$ cat src/rtl/regfile_bypass_pkg.sv
// Shared processor constants for the architectural register file.
package regfile_bypass_pkg;

    localparam int RF_WIDTH      = 32;
    localparam int RF_DEPTH      = 32;
    localparam int RF_STATUS_IDX = 30;
    localparam int RF_ZERO_IDX   = 0;

endpackage

$ cat src/rtl/regfile_bypass_reg_word.sv
// One register-file word: load on enable, synchronous clear wins over load.
module reg_word
    import regfile_bypass_pkg::*;
#(
    parameter int WIDTH = RF_WIDTH
) (
    input  logic             clk,
    input  logic             clr,
    input  logic             en,
    input  logic [WIDTH-1:0] d,
    output logic [WIDTH-1:0] q
);

    always_ff @(posedge clk) begin
        if (clr) begin
            q <= '0;
        end else if (en) begin
            q <= d;
        end
    end

endmodule

$ cat src/rtl/regfile_bypass.sv
// Architectural register file: two combinational read ports, one general write
// port, a status write port to a fixed index, and optional write-to-read bypass.
module regfile_bypass
    import regfile_bypass_pkg::*;
#(
    parameter int   WIDTH      = RF_WIDTH,
    parameter int   DEPTH      = RF_DEPTH,
    parameter int   STATUS_IDX = RF_STATUS_IDX,
    parameter bit   BYPASS     = 1'b1,
    localparam int  AW         = $clog2(DEPTH)
) (
    input  logic             clk,
    input  logic             clr,
    input  logic             we,
    input  logic [AW-1:0]    waddr,
    input  logic [WIDTH-1:0] wdata,
    input  logic             st_we,
    input  logic [WIDTH-1:0] st_data,
    input  logic [AW-1:0]    raddr_a,
    output logic [WIDTH-1:0] rdata_a,
    input  logic [AW-1:0]    raddr_b,
    output logic [WIDTH-1:0] rdata_b
);

    // Every encodable address gets a slot; slot 0 and slots >= DEPTH read as zero,
    // which makes the out-of-range read rule fall out of a plain array index.
    localparam int              SLOTS    = 2 ** AW;
    localparam logic [AW:0]     DEPTH_W  = (AW + 1)'(DEPTH);
    localparam logic [AW-1:0]   STATUS_A = AW'(STATUS_IDX);
    localparam logic [AW-1:0]   ZERO_A   = AW'(RF_ZERO_IDX);

    logic             wr_ok;
    logic             fwd_en;
    logic [WIDTH-1:0] word_q [SLOTS];

    assign wr_ok  = we && (waddr != ZERO_A) && ({1'b0, waddr} < DEPTH_W);
    assign fwd_en = BYPASS && !clr;

    for (genvar i = 0; i < SLOTS; i++) begin : g_word
        if (i == RF_ZERO_IDX || i >= DEPTH) begin : g_tied
            assign word_q[i] = '0;
        end else begin : g_store
            logic             en;
            logic [WIDTH-1:0] d;

            if (i == STATUS_IDX) begin : g_status
                // Status port wins a collision on its own index.
                assign en = st_we || (wr_ok && (waddr == AW'(i)));
                assign d  = st_we ? st_data : wdata;
            end else begin : g_plain
                assign en = wr_ok && (waddr == AW'(i));
                assign d  = wdata;
            end

            reg_word #(
                .WIDTH (WIDTH)
            ) u_word (
                .clk (clk),
                .clr (clr),
                .en  (en),
                .d   (d),
                .q   (word_q[i])
            );
        end
    end

    // A status match implies an in-range address, and a general match implies
    // wr_ok already vetted the address, so no extra range check is needed here.
    function automatic logic [WIDTH-1:0] read_mux(
        input logic [AW-1:0]    ra,
        input logic [WIDTH-1:0] stored,
        input logic             fwd,
        input logic             st_hit_en,
        input logic [WIDTH-1:0] st_d,
        input logic             wr_hit_en,
        input logic [AW-1:0]    wa,
        input logic [WIDTH-1:0] wd
    );
        logic [WIDTH-1:0] r;
        r = stored;
        if (fwd && st_hit_en && (ra == STATUS_A)) begin
            r = st_d;
        end else if (fwd && wr_hit_en && (wa == ra)) begin
            r = wd;
        end
        return r;
    endfunction

    always_comb begin
        rdata_a = read_mux(raddr_a, word_q[raddr_a], fwd_en, st_we, st_data, wr_ok, waddr, wdata);
        rdata_b = read_mux(raddr_b, word_q[raddr_b], fwd_en, st_we, st_data, wr_ok, waddr, wdata);
    end

endmodule

$ cat config.mk
export PLATFORM = sky130hd
export DESIGN_NAME = regfile_bypass
export DESIGN_NICKNAME = d
export VERILOG_FILES = /design/src/rtl/regfile_bypass_pkg.sv /design/src/rtl/regfile_bypass_reg_word.sv /design/src/rtl/regfile_bypass.sv
export SDC_FILE = /design/constraint.sdc
export NUM_CORES = 2
export LEC_CHECK = 0
export ABC_AREA = 0
export CAP_MARGIN = 10
export CELL_PAD_IN_SITES_DETAIL_PLACEMENT = 0
export CELL_PAD_IN_SITES_GLOBAL_PLACEMENT = 2
export CORE_MARGIN = 2
export CORE_UTILIZATION = 39
export DETAILED_ROUTE_END_ITERATION = 12
export PLACE_DENSITY = 0.8
export SYNTH_ARGS = -nofsm -noshare
export SYNTH_HDL_FRONTEND = slang
export SYNTH_SLANG_ARGS = --single-unit
export TNS_END_PERCENT = 20
$ cat constraint.sdc
create_clock -name clk -period 3.25 [get_ports clk]
set_clock_uncertainty 0.2 [all_clocks]
set_input_delay 0.325 -clock clk [delete_from_list [all_inputs] [get_ports clk]]
set_output_delay 0.325 -clock clk [all_outputs]
set_load 0.1 [all_outputs]
After elaboration in Yosys (flattened, before gate mapping)
Index checks and enable logic that the tools add are counted.
{ "op_classes": {"n_lt_le_gt_ge": 2, "n_eq_ne": 35, "mux": 11, "bitwise": 2, "n_reduce_logical": 41} }
{ "op_table": {"columns": ["op", "n"], "rows": [
  ["$bmux W32 S5", 2],
  ["$mux W32", 9],
  ["$eq A5 B5 Y1 const B", 18],
  ["$eq A5 B4 Y1 const B", 8],
  ["$logic_and A1 B1 Y1", 38],
  ["$eq A5 B3 Y1 const B", 4],
  ["$ge A6 B6 Y1 const B", 2],
  ["$not A5 Y6", 2],
  ["$eq A5 B2 Y1 const B", 2],
  ["$eq A5 B5 Y1", 2],
  ["$eq A5 B1 Y1 const B", 1],
  ["$reduce_bool A5 Y1", 1],
  ["$logic_not A1 Y1", 1],
  ["$logic_or A1 B1 Y1", 1]
]} }
{ "totals": {"reg_bits": 992, "input_bits": 83, "out_inout_bits": 64, "word_cells": 122} }

Depth between registers and ports, before layout
{ "depth": {"word_depth": 6, "mapped_depth": 10, "ltp_nobuf": 5} }

Hierarchy
From an unflattened synthesis, not the netlist that was laid out.
{ "unflattened": {"hier_cells": 5153, "area_unflattened_um2": 54578.6} }
{ "modules_own_cells": {"columns": ["module", "n_inst", "cells_per_inst", "area_each_um2"], "rows": [
  ["reg_word", 31, 103, 1163.6],
  ["regfile_bypass", 1, 1960, 18506.5]
]} }

Worst setup path after synthesis
OpenSTA, ideal clock, no wires.
{ "synth_path": {"path_type": "input-to-output", "start": "input port raddr_b[0]", "end": "output port rdata_b[10]", "arrival_ps": 3800, "required_time_ps": 2725, "slack_ps": -1075, "stages": 9, "n_path_buf": 4, "cell_sequence": "buf_2 buf_2 xor2_1 nor2_1 o2111a_1 buf_2 clkbuf_1 nor3_1 nor3_1"} }
{ "synth_via": {"elab_chain_cells": 6, "elab_cells_between_ends": 10} }
{ "synth_lines": {"columns": ["item", "line_no", "rtl"], "rows": [
  ["from (decl)", "regfile_bypass.sv:21", "input logic [AW-1:0] raddr_b,"],
  ["$not A5 Y6 (implied by the code)", "regfile_bypass.sv:91", "rdata_b = read_mux(raddr_b, word_q[raddr_b], fwd_en, st_we, st_data, wr_ok, waddr, wdata);"],
  ["$bmux W32 S5", "regfile_bypass.sv:91", null],
  ["$mux W32 (implied by the code) (2 in series)", "regfile_bypass.sv:91", null],
  ["$mux W32", "regfile_bypass.sv:83", "end else if (fwd && wr_hit_en && (wa == ra)) begin"],
  ["$mux W32 *", "regfile_bypass.sv:81", "if (fwd && st_hit_en && (ra == STATUS_A)) begin"],
  ["to (decl)", "regfile_bypass.sv:22", "output logic [WIDTH-1:0] rdata_b"]
]} }
Mark *: on every way between the ends. The rest lies on a longest branch, timed or not. The select of a mux whose other input is x is not followed.

Worst setup path after layout
{ "layout_path": {"start": "register g_word[30].g_store.u_word.q[18]", "end": "output port rdata_a[18]"} }
{ "layout_via": {"elab_chain_cells": 5} }
{ "layout_lines": {"columns": ["item", "line_no", "rtl"], "rows": [
  ["from (decl)", "regfile_bypass_reg_word.sv:11", "output logic [WIDTH-1:0] q"],
  ["from (signal assigned)", "regfile_bypass_reg_word.sv:16", "q <= '0;"],
  ["from (signal assigned)", "regfile_bypass_reg_word.sv:18", "q <= d;"],
  ["$bmux W32 S5", "regfile_bypass.sv:90", "rdata_a = read_mux(raddr_a, word_q[raddr_a], fwd_en, st_we, st_data, wr_ok, waddr, wdata);"],
  ["$mux W32 (implied by the code) (2 in series)", "regfile_bypass.sv:90", null],
  ["$mux W32", "regfile_bypass.sv:83", null],
  ["$mux W32", "regfile_bypass.sv:81", null],
  ["to (decl)", "regfile_bypass.sv:20", "output logic [WIDTH-1:0] rdata_a,"]
]} }
Every way passes these cells. The select of a mux whose other input is x is not followed.

==> results.md <==
- GPL Wtd Cong: 0.919
- Slew @ Worst Pin: 1020 ps
- Core area: 133000 sq um
- Fraction of layout cells with a size suffix above 1: 23.5%
- Die Footprint: 137000 sq um
- RSZ-0062 raised after global routing: yes
- Startpoint Class: flip-flop
- Xor/xnor cell area share of the yosys netlist: 0.168%
- Setup Viol. Count Final: 17
- Synth Flop Type: dfxtp_1
- Crit-path max FO: 3
- Post-DRT Antenna Nets: 0
- Synth Warn #: 0
- Reg-to-Reg Start: g_word[30].g_store.u_word.q[27]
- Post-Layout Cell Count: 7978
- Num CTS Buffers: 113
- Post-DR wirelength/cell: 30.4 um
- Reg-to-reg endpoint: g_word[30].g_store.u_word.q[27]
- Fraction of registers with async set/reset: 0%
- Min-Delay Path Class: input port to flip-flop
- Mapped Nets: 6151
- Final net count: 6200
- Post-synth EDFFs: 0
- Simple-gate portion of the synthesized area: 17.2%
- Clock-pin slew on the worst setup and hold paths: 60 ps
- Fmax: 296 MHz
- Largest family of logic cells by synthesized area: multiplexers
- Max Root-Sink Buffers: 3
- Failing checks: setup timing
- PwrDens: 473 nW/um^2
- Synth Instances: 6068
- WL final: 242000 um
- Peak supply drop: 584 uV
- Layout area overhead: 21.0%
- Final Critical Period: 3370 ps
- Floorplan row count: 134
- Setup crit end kind: output pin
- Outcome: finished with violations
- Total Routing Usage GR: 34.5%
- Largest register FFs: 992
- Top cell type's share of synthesized area: 38.0%
- TritonCTS clock tree: done
- Crit Path Class: flip-flop to output pin
- Final Util: 47.5%
- First-pass GRT wire length: 343000 um
- Max Cap Viol: 0
- Data arrival, critical path: 2850 ps
- Chip height: 370 um
- Final Max Slew Viols: 0
- PnR worst setup slack: -124 ps
- Mux cell area share after synthesis: 24.1%
- Req. time, crit path: 2720 ps
- Post-Synth Adder-Cell Area: 0%
- Number of global-route vias before repair: 46600
- Area leader, netlist: dfxtp_1
- Biggest register: g_word.g_store.u_word.q
- Worst setup path endpoint: rdata_a[18]
- Initial antenna violation count: 2
- Clk sinks: 992
- CTS root buf: clkbuf_16
- Final hold vios: 0
- Reg2Reg Setup Slack: 2210 ps
- H-tree depth: 3
- Compound-Gate Fraction of Synth Area: 15.2%
- Starting Density: 39.2%
- Ranking of synthesized cells by area: dfxtp_1, mux4_2, nand2_1
- Die W: 370 um
- Depth of the worst register-to-register path: 3
- Buffers on Ports: 146
- Drt initial violations: 6659
- I/O Pins: 147
- Clock Latency Late Sink: 740 ps
- Period utilization: 104%
- Library cells used by synthesis: 50
- #FFs+latches synth: 992
- Crit path from: g_word[30].g_store.u_word.q[18]
- DRC viols: 0
- Post-Syn Area: 52200 sq um
- Post-place setup slack: -302 ps
- Via density: 6.20
- Router iterations before antenna repair: 6
- Grt total ovfl: 0
- Leakage Power: 0.0213 uW
- Slew headroom: 32.2%
- HPWL after DPL: 154000 um
- Post-Route Setup TNS: -976 ps
- Largest net degree at the start of global routing: 192
- Seq/Total Area, Yosys: 38.0%
- Biggest regs: g_word.g_store.u_word.q x992
- Placed cells: 7763
- Via Count: 49400
- Mapped Avg Cell Area: 8.61 sq um
==> layout make-up <==
type,instances,area [sq um]
flip-flops and latches,992,19900
well taps,1768,2210
clock inverters,39,518
inverters,17,83.8
fillers,12700,69900
clock buffers,165,3330
diodes,4,10.0
multi-input cells,4391,30300
repair buffers,602,6790
==> worst max-delay path, stage by stage (launching register included) <==
cell	delay [ps]
dfxtp_2	340
mux4_2	460
mux4_2	510
clkinv_2	80
a221oi_2	70
a221o_2	430
buf_12	200
==> how the worst min path moves through the flow <==
stage                                               from                              to  depth (start not counted)
after floorplan           g_word[11].g_store.u_word.q[0]  g_word[11].g_store.u_word.q[0]                          2
after global placement     g_word[3].g_store.u_word.q[7]   g_word[3].g_store.u_word.q[7]                          2
after detailed placement  g_word[20].g_store.u_word.q[1]  g_word[20].g_store.u_word.q[1]                          2
after CTS                                            clr  g_word[24].g_store.u_word.q[7]                          3
after global routing                               st_we  g_word[30].g_store.u_word.q[4]                          4
final                                                clr  g_word[18].g_store.u_word.q[9]                          3
==> where the power goes <==
| group | switching [uW] | total (uW) | internal [uW] | leakage [uW] |
|---|---|---|---|---|
| clock network | 5610 | 13500 | 7930 | 0.00189 |
| registers | 92.8 | 12400 | 12300 | 0.00802 |
| logic | 2590 | 3970 | 1380 | 0.0114 |
| total | 8290 | 29900 | 21600 | 0.0213 |
==> metrics by stage <==
stage / total power [uW] / hold WS, ps / instance area (sq um)
after floorplan: 14800 / 241 / 52400
after global placement: 16500 / 250 / 59000
after detailed placement: 16500 / 255 / 59000
after CTS: 29900 / 60.3 / 63000
after global routing: 30600 / 94.0 / 63200
final: 29900 / 15.5 / 63200
==> layout by cell type, fill, tap and decap left out, drive strengths merged, types with 67 or more instances in the layout <==
| cell type | instances |
|---|---|
| a21oi | 1009 |
| mux2i | 195 |
| mux4 | 396 |
| nor3 | 99 |
| dfxtp | 992 |
| nor2 | 70 |
| clkbuf | 166 |
| nand2 | 1994 |
| mux2 | 145 |
| o22ai | 67 |
| a211oi | 82 |
| buf | 530 |
| clkdlybuf4s50 | 67 |
==> synthesized netlist by cell type, drive strengths merged (4+ instances only) <==
cell       n
nand2   1994
a21oi   1009
dfxtp    992
clkbuf   497
mux4     396
mux2i    195
buf      171
mux2     145
nor3      99
a211oi    82
nor2      70
o22ai     67
nor2b     60
a221oi    48
a22oi     48
o31ai     32
o221ai    31
a221o     28
nand3b    19
a22o      16
clkinv    14
nor3b      8
nand3      5
xnor2      5
xor2       5
nand2b     4
or2        4
==> routing by layer <==
| layer | vias up | share of wire, % | global-route usage (%) |
|---|---|---|---|
| li1 | 21400 | - | - |
| met2 | 2926 | 43 | 51.7 |
| met5 | - | 0 | 0 |
| met3 | 659 | 11 | 7.28 |
| met4 | 0 | 5.7 | 16.8 |
| met1 | 24400 | 40 | 47.3 |
==> what timing repair did <==
action / 4_1_cts / 5_1_grt
setup buffers: 6 / 0
gates cloned: 0 / 0
endpoints found under the setup margin: 26 / 49
pin swaps: 5 / 6
hold buffers: 1 / 0
endpoints found under the hold margin: 15 / 0
resized for setup: 74 / 46
==> logic make-up after synthesis <==
| family | count (synthesis) |
|---|---|
| flip-flops | 992 |
| AND/OR/NAND/NOR | 2275 |
| XOR/XNOR | 10 |
| AO/OA/AOI/OAI | 1370 |
| buffers and inverters | 685 |
| multiplexers | 736 |
(Power assumes the default switching activity.)
